==> src/rtl/uart_xfer_ctrl.sv <==
// ICB bus master that configures the UART, then moves bytes through a write/poll/read/poll loop.
// Define UART_XFER_LOOPCHK_EN to build the loopback compare that drives mismatch_cnt.
module uart_xfer_ctrl #(
  parameter logic [31:0] CSR_ADDR  = 32'h1000_0000,
  parameter logic [31:0] CTRL_ADDR = 32'h1000_0004,
  parameter logic [31:0] DATA_ADDR = 32'h1000_0008,
  parameter int unsigned POLL_MAX  = 65535
) (
  input  logic        clk,
  input  logic        rst_n,
  input  logic        start,
  input  logic        stop,
  input  logic [31:0] cfg_csr,
  input  logic [31:0] cfg_ctrl,
  output logic        busy,
  output logic        err_timeout,
  input  logic        tx_valid,
  output logic        tx_ready,
  input  logic [7:0]  tx_data,
  output logic        rx_valid,
  input  logic        rx_ready,
  output logic [7:0]  rx_data,
  output logic        icb_cmd_valid,
  input  logic        icb_cmd_ready,
  output logic [31:0] icb_cmd_addr,
  output logic        icb_cmd_read,
  output logic [31:0] icb_cmd_wdata,
  input  logic        icb_rsp_valid,
  output logic        icb_rsp_ready,
  input  logic [31:0] icb_rsp_rdata,
  output logic [7:0]  mismatch_cnt
);

  typedef enum logic [3:0] {
    S_IDLE, S_CFG_CSR, S_CFG_CTRL, S_WAIT_BYTE, S_WR_DATA,
    S_POLL_SET, S_RD_DATA, S_OUT_BYTE, S_POLL_CLR
  } state_e;

  localparam logic [15:0] POLL_LAST = 16'(POLL_MAX - 1);

  state_e      state_q, state_d;
  logic        rsp_q, rsp_d;  // low: CMD phase, high: RSP phase of the current bus state
  logic [31:0] csr_q, csr_d;
  logic [31:0] ctrl_q, ctrl_d;
  logic [7:0]  byte_q, byte_d;
  logic [7:0]  rx_data_q, rx_data_d;
  logic [15:0] poll_cnt_q, poll_cnt_d;
  logic        err_q, err_d;
  logic        bus_state, rsp_done, rx_hs;
  logic        unused_rdata;

  assign unused_rdata = ^icb_rsp_rdata[31:8];

  assign bus_state = (state_q == S_CFG_CSR)  || (state_q == S_CFG_CTRL) ||
                     (state_q == S_WR_DATA)  || (state_q == S_POLL_SET) ||
                     (state_q == S_RD_DATA)  || (state_q == S_POLL_CLR);

  assign busy          = (state_q != S_IDLE);
  assign tx_ready      = (state_q == S_WAIT_BYTE) && !stop;
  assign rx_valid      = (state_q == S_OUT_BYTE);
  assign rx_data       = rx_data_q;
  assign err_timeout   = err_q;
  assign icb_cmd_valid = bus_state && !rsp_q;
  assign icb_rsp_ready = bus_state && rsp_q;
  assign rsp_done      = icb_rsp_ready && icb_rsp_valid;
  assign rx_hs         = rx_valid && rx_ready;

  always_comb begin
    icb_cmd_addr  = 32'h0;
    icb_cmd_read  = 1'b0;
    icb_cmd_wdata = 32'h0;
    case (state_q)
      S_CFG_CSR:  begin icb_cmd_addr = CSR_ADDR;  icb_cmd_wdata = csr_q; end
      S_CFG_CTRL: begin icb_cmd_addr = CTRL_ADDR; icb_cmd_wdata = ctrl_q; end
      S_WR_DATA:  begin icb_cmd_addr = DATA_ADDR; icb_cmd_wdata = {24'h0, byte_q}; end
      S_POLL_SET,
      S_POLL_CLR: begin icb_cmd_addr = CSR_ADDR;  icb_cmd_read = 1'b1; end
      S_RD_DATA:  begin icb_cmd_addr = DATA_ADDR; icb_cmd_read = 1'b1; end
      default: ;
    endcase
  end

  always_comb begin
    state_d    = state_q;
    rsp_d      = rsp_q;
    csr_d      = csr_q;
    ctrl_d     = ctrl_q;
    byte_d     = byte_q;
    rx_data_d  = rx_data_q;
    poll_cnt_d = poll_cnt_q;
    err_d      = err_q;
    if (icb_cmd_valid && icb_cmd_ready) rsp_d = 1'b1;
    if (rsp_done) rsp_d = 1'b0;
    case (state_q)
      S_IDLE: if (start) begin
        csr_d   = cfg_csr;
        ctrl_d  = cfg_ctrl;
        err_d   = 1'b0;
        state_d = S_CFG_CSR;
      end
      S_CFG_CSR:  if (rsp_done) state_d = S_CFG_CTRL;
      S_CFG_CTRL: if (rsp_done) state_d = S_WAIT_BYTE;
      S_WAIT_BYTE: begin
        if (stop) begin
          state_d = S_IDLE;
        end else if (tx_valid) begin
          byte_d  = tx_data;
          state_d = S_WR_DATA;
        end
      end
      S_WR_DATA: if (rsp_done) begin
        poll_cnt_d = 16'h0;
        state_d    = S_POLL_SET;
      end
      // Counter is compared before incrementing so it never wraps
      S_POLL_SET: if (rsp_done) begin
        if (icb_rsp_rdata[4]) begin
          state_d = S_RD_DATA;
        end else if (poll_cnt_q == POLL_LAST) begin
          err_d   = 1'b1;
          state_d = S_WAIT_BYTE;
        end else begin
          poll_cnt_d = poll_cnt_q + 16'd1;
        end
      end
      S_RD_DATA: if (rsp_done) begin
        rx_data_d = icb_rsp_rdata[7:0];
        state_d   = S_OUT_BYTE;
      end
      S_OUT_BYTE: if (rx_hs) begin
        poll_cnt_d = 16'h0;
        state_d    = S_POLL_CLR;
      end
      S_POLL_CLR: if (rsp_done) begin
        if (!icb_rsp_rdata[4]) begin
          state_d = S_WAIT_BYTE;
        end else if (poll_cnt_q == POLL_LAST) begin
          err_d   = 1'b1;
          state_d = S_WAIT_BYTE;
        end else begin
          poll_cnt_d = poll_cnt_q + 16'd1;
        end
      end
      default: state_d = S_IDLE;
    endcase
  end

  always_ff @(posedge clk or negedge rst_n) begin
    if (!rst_n) begin
      state_q    <= S_IDLE;
      rsp_q      <= 1'b0;
      csr_q      <= 32'h0;
      ctrl_q     <= 32'h0;
      byte_q     <= 8'h0;
      rx_data_q  <= 8'h0;
      poll_cnt_q <= 16'h0;
      err_q      <= 1'b0;
    end else begin
      state_q    <= state_d;
      rsp_q      <= rsp_d;
      csr_q      <= csr_d;
      ctrl_q     <= ctrl_d;
      byte_q     <= byte_d;
      rx_data_q  <= rx_data_d;
      poll_cnt_q <= poll_cnt_d;
      err_q      <= err_d;
    end
  end

`ifdef UART_XFER_LOOPCHK_EN
  logic [7:0] mis_q, mis_d;

  always_comb begin
    mis_d = mis_q;
    if ((state_q == S_IDLE) && start) begin
      mis_d = 8'h0;
    end else if (rx_hs && (rx_data_q != byte_q) && (mis_q != 8'hFF)) begin
      mis_d = mis_q + 8'd1;
    end
  end

  always_ff @(posedge clk or negedge rst_n) begin
    if (!rst_n) mis_q <= 8'h0;
    else        mis_q <= mis_d;
  end

  assign mismatch_cnt = mis_q;
`else
  assign mismatch_cnt = 8'h00;
`endif

endmodule

==> config.mk <==
export PLATFORM = sky130hd
export DESIGN_NAME = uart_xfer_ctrl
export DESIGN_NICKNAME = d
export VERILOG_FILES = /design/src/rtl/uart_xfer_ctrl.sv
export SDC_FILE = /design/constraint.sdc
export NUM_CORES = 1
export LEC_CHECK = 0
export ABC_AREA = 1
export CORE_UTILIZATION = 48
export CTS_CLUSTER_SIZE = 8
export DETAILED_ROUTE_END_ITERATION = 7
export HOLD_SLACK_MARGIN = 0.06
export PLACE_DENSITY = 0.86
export SLEW_MARGIN = 30
export SYNTH_ARGS = -nofsm -noshare
export SYNTH_HDL_FRONTEND = slang
export SYNTH_SLANG_ARGS = --single-unit
==> constraint.sdc <==
create_clock -name clk -period 2.85 [get_ports clk]
set_input_delay 0.4275 -clock clk [delete_from_list [all_inputs] [get_ports clk]]
set_output_delay 0.4275 -clock clk [all_outputs]
set_load 0.01 [all_outputs]
==> results_dict.tcl <==
set metrics [dict create \
    syn_avg_cell_area_sq_um 7.96 \
    slew_headroom_pct 48.5 \
    grtUsageTotal_pct 21.4 \
    drive_gt1_share_pct 6.43 \
    cts_tree "yes" \
    skew_ns 0.0141 \
    routed_wirelength_um 12100 \
    ys_seq_area_share_pct 47.5 \
    grt_pass1_wl_um 19700 \
    critPathKind "reg2out" \
    routed-via-count 4648 \
    cts_htree_levels 3 \
    min_period_over_period_pct 95.2 \
    r2r_cells 8 \
    grt_max_degree 129 \
    postSynth.asyncResetShare_pct 100 \
    synthToLayoutAreaGrowth_pct 29.2 \
    finalSetupViolCount 0 \
    max_freq_mhz 368 \
    synthSimpleGateAreaFrac_pct 22.1 \
    crit_fanout 33 \
    powerDensity_nw_per_um2 863 \
    dieArea_sq_um 11600 \
    finalSetupTns_ns 0 \
    clock_latency_ns 0.37 \
    synth_mux_area_share_pct 1.67 \
    crit_path_end_kind "output pin" \
    num_antenna_cells 0 \
    grt_overflow 0 \
    row_count 38 \
    worst_pin_slew_ns 0.772 \
    cp-start-kind "flop" \
    clk_pin_slew_ns 0.11 \
    status "finished, final reports clean" \
    grt_antenna_before_repair 0 \
    cp-startpoint "state_q[2]$_DFFE_PN0P_" \
    min_period_ns 2.71 \
    drcViolationCount 0 \
    cts_hold_buf 0 \
    die_y_um 108 \
    synth_edf_count 0 \
    place.detailed.hpwl_um 8560 \
    clkSinkCount 102 \
    cts-root-buf "clkbuf_8" \
    final_net_count 918 \
    yosysUniqueCellTypes 35 \
    r2r_start "state_q[1]$_DFFE_PN0P_" \
    die_w_um 108 \
    postSynthCellCount 676 \
    drt_iter0_markers 276 \
    holdWs_ns 0.138 \
    rsz0062_at_grt "false" \
    synthAdderAreaFrac_pct 0.465 \
    antenna_left 0 \
    grt_pass1_vias 4283 \
    fillers 944 \
    slew_viol_final 0 \
    arrival_ns 2.29 \
    multiInputGateArea_sq_um 2200 \
    synth_ff_type "dfrtp_1" \
    synth_xor_area_share_pct 0.488 \
    via_per_inst 4.90 \
    synth-compound-area-share_pct 13.3 \
    fin_area_sq_um 6950 \
    gp_congestion 0.907 \
    synth-seq-cells 102 \
    p_leak_nw 3.18 \
    r2r_setup_slack_ns 0.56 \
    dpl_cell_area_sq_um 6740 \
    synth_top_family_by_area "simple AND/OR/NAND/NOR gates" \
    ir_drop_mv 0.936 \
    numPortBuffers 137 \
    reg2reg_to "poll_cnt_q[11]$_DFFE_PN0P_" \
    synth.cell_area_sq_um 5380 \
    seq_area_sq_um 2550 \
    cts_made_buffers 9 \
    drt-pass1-iter-count 6 \
    min_path_type "in2async" \
    ys_warn_count 0 \
    drv_cap 0 \
    hold_violations 0 \
    boundaryPins 199 \
    core_area_sq_um 10900 \
    wl_per_cell_um 12.7 \
    clk_path_buf_depth 2 \
    worstPathRequired_ns 2.42 \
    start_util_pct 49.4 \
]
-- cells by family (layout without fill, tap and decap cells) --
group                      after synthesis  after routing
adders and majority gates                2              2
and+or+nand+nor                        274            274
buffers and inverters                  159            256
other                                    1             37
xor gates and xnor gates                 3              3
DFF                                    102            102
muxes                                    8              8
AOI/OAI and AO/OA                      127            127
-- metal layers --
layer / wire, um / track usage [%]
met2: 5830 / 35.2
met3: 594 / 2.91
met1: 5440 / 29.0
met5: 0 / 0
met4: 223 / 7.63
-- critical path, stage by stage, from the launching register on --
cell	delay, ns
dfrtp_1	0.48
nor2_4	0.20
nand2_1	0.12
buf_4	0.27
o221ai_1	0.26
clkdlybuf4s50_1	0.58
-- power breakdown --
group | internal (W) | total, W | switching (W)
Clock | 0.000423 | 0.000943 | 0.000521
Sequential | 0.00200 | 0.00221 | 0.000208
Combinational | 0.00125 | 0.00285 | 0.00159
Total | 0.00368 | 0.00600 | 0.00232
-- final cells by class --
cell class                      instances  area share [%]
Sequential cell                       102            36.7
Multi-Input combinational cell        451            31.6
Timing Repair Buffer                  144            21.0
Inverter                               96            5.19
Tap cell                              140            2.52
Clock buffer                           10            1.84
Clock inverter                          6            1.10
-- worst max-delay path by stage --
stage,slack [ns],end
after floorplan,1.14,icb_cmd_wdata[1]
after global placement,0.48,icb_cmd_wdata[1]
after detailed placement,0.47,icb_cmd_wdata[3]
after CTS,0.04,icb_cmd_wdata[3]
after global routing,0.02,icb_cmd_wdata[3]
final,0.14,icb_cmd_wdata[3]
-- per-stage QoR --
step | power [W] | setup WS [ns] | utilization [%] | cells
6_report | 0.00600 | 0.136 | 63.8 | 949
5_1_grt | 0.00645 | 0.0170 | 63.8 | 949
4_1_cts | 0.00603 | 0.0415 | 63.7 | 949
3_5_place_dp | 0.00508 | 0.467 | 61.9 | 933
3_3_place_gp | 0.00500 | 0.483 | 61.9 | 933
2_1_floorplan | 0.00391 | 1.14 | - | 712
-- registers in the layout, indices dropped and copies added, names as in the netlist --
name / flops
err_timeout: 1
state_q: 4
rsp_q: 1
poll_cnt_q: 16
csr_q: 32
rx_data: 8
ctrl_q: 32
byte_q: 8
-- cell usage in the layout, fill, tap and decap left out, drive strengths merged, types with 2 or more instances in the layout --
cell type      instances
clkinv                 2
nand3                 32
inv                   99
ha                     2
conb                  37
mux2                   8
nor3                   2
nand4                 15
xor2                   2
or2                    2
o21ai                 88
o22ai                 25
o21bai                 4
clkbuf                10
nand2                185
clkdlybuf4s50        136
buf                    8
nor2                  36
o221ai                 8
dfrtp                102
-- synthesized netlist by cell type, types with 14 or more instances --
library cell  number  area share (%)
o21ai_1           16             1.5
buf_4             40             5.6
inv_1             93             6.5
nand2_1          183              13
nor2_1            27             1.9
dfrtp_1          102              47
nand4_1           14             1.6
o21ai_0           72             6.7
buf_2             14             1.3
o22ai_1           24             2.8
nand3_1           31             2.9
-- repair_timing --
| action | in CTS | in global routing |
|---|---|---|
| endpoints found under the hold margin | 0 | 0 |
| setup buffers | 0 | 0 |
| setup endpoints to repair | 0 | 32 |
| resized for setup | 0 | 3 |
Power figures use the tool's default switching activity.
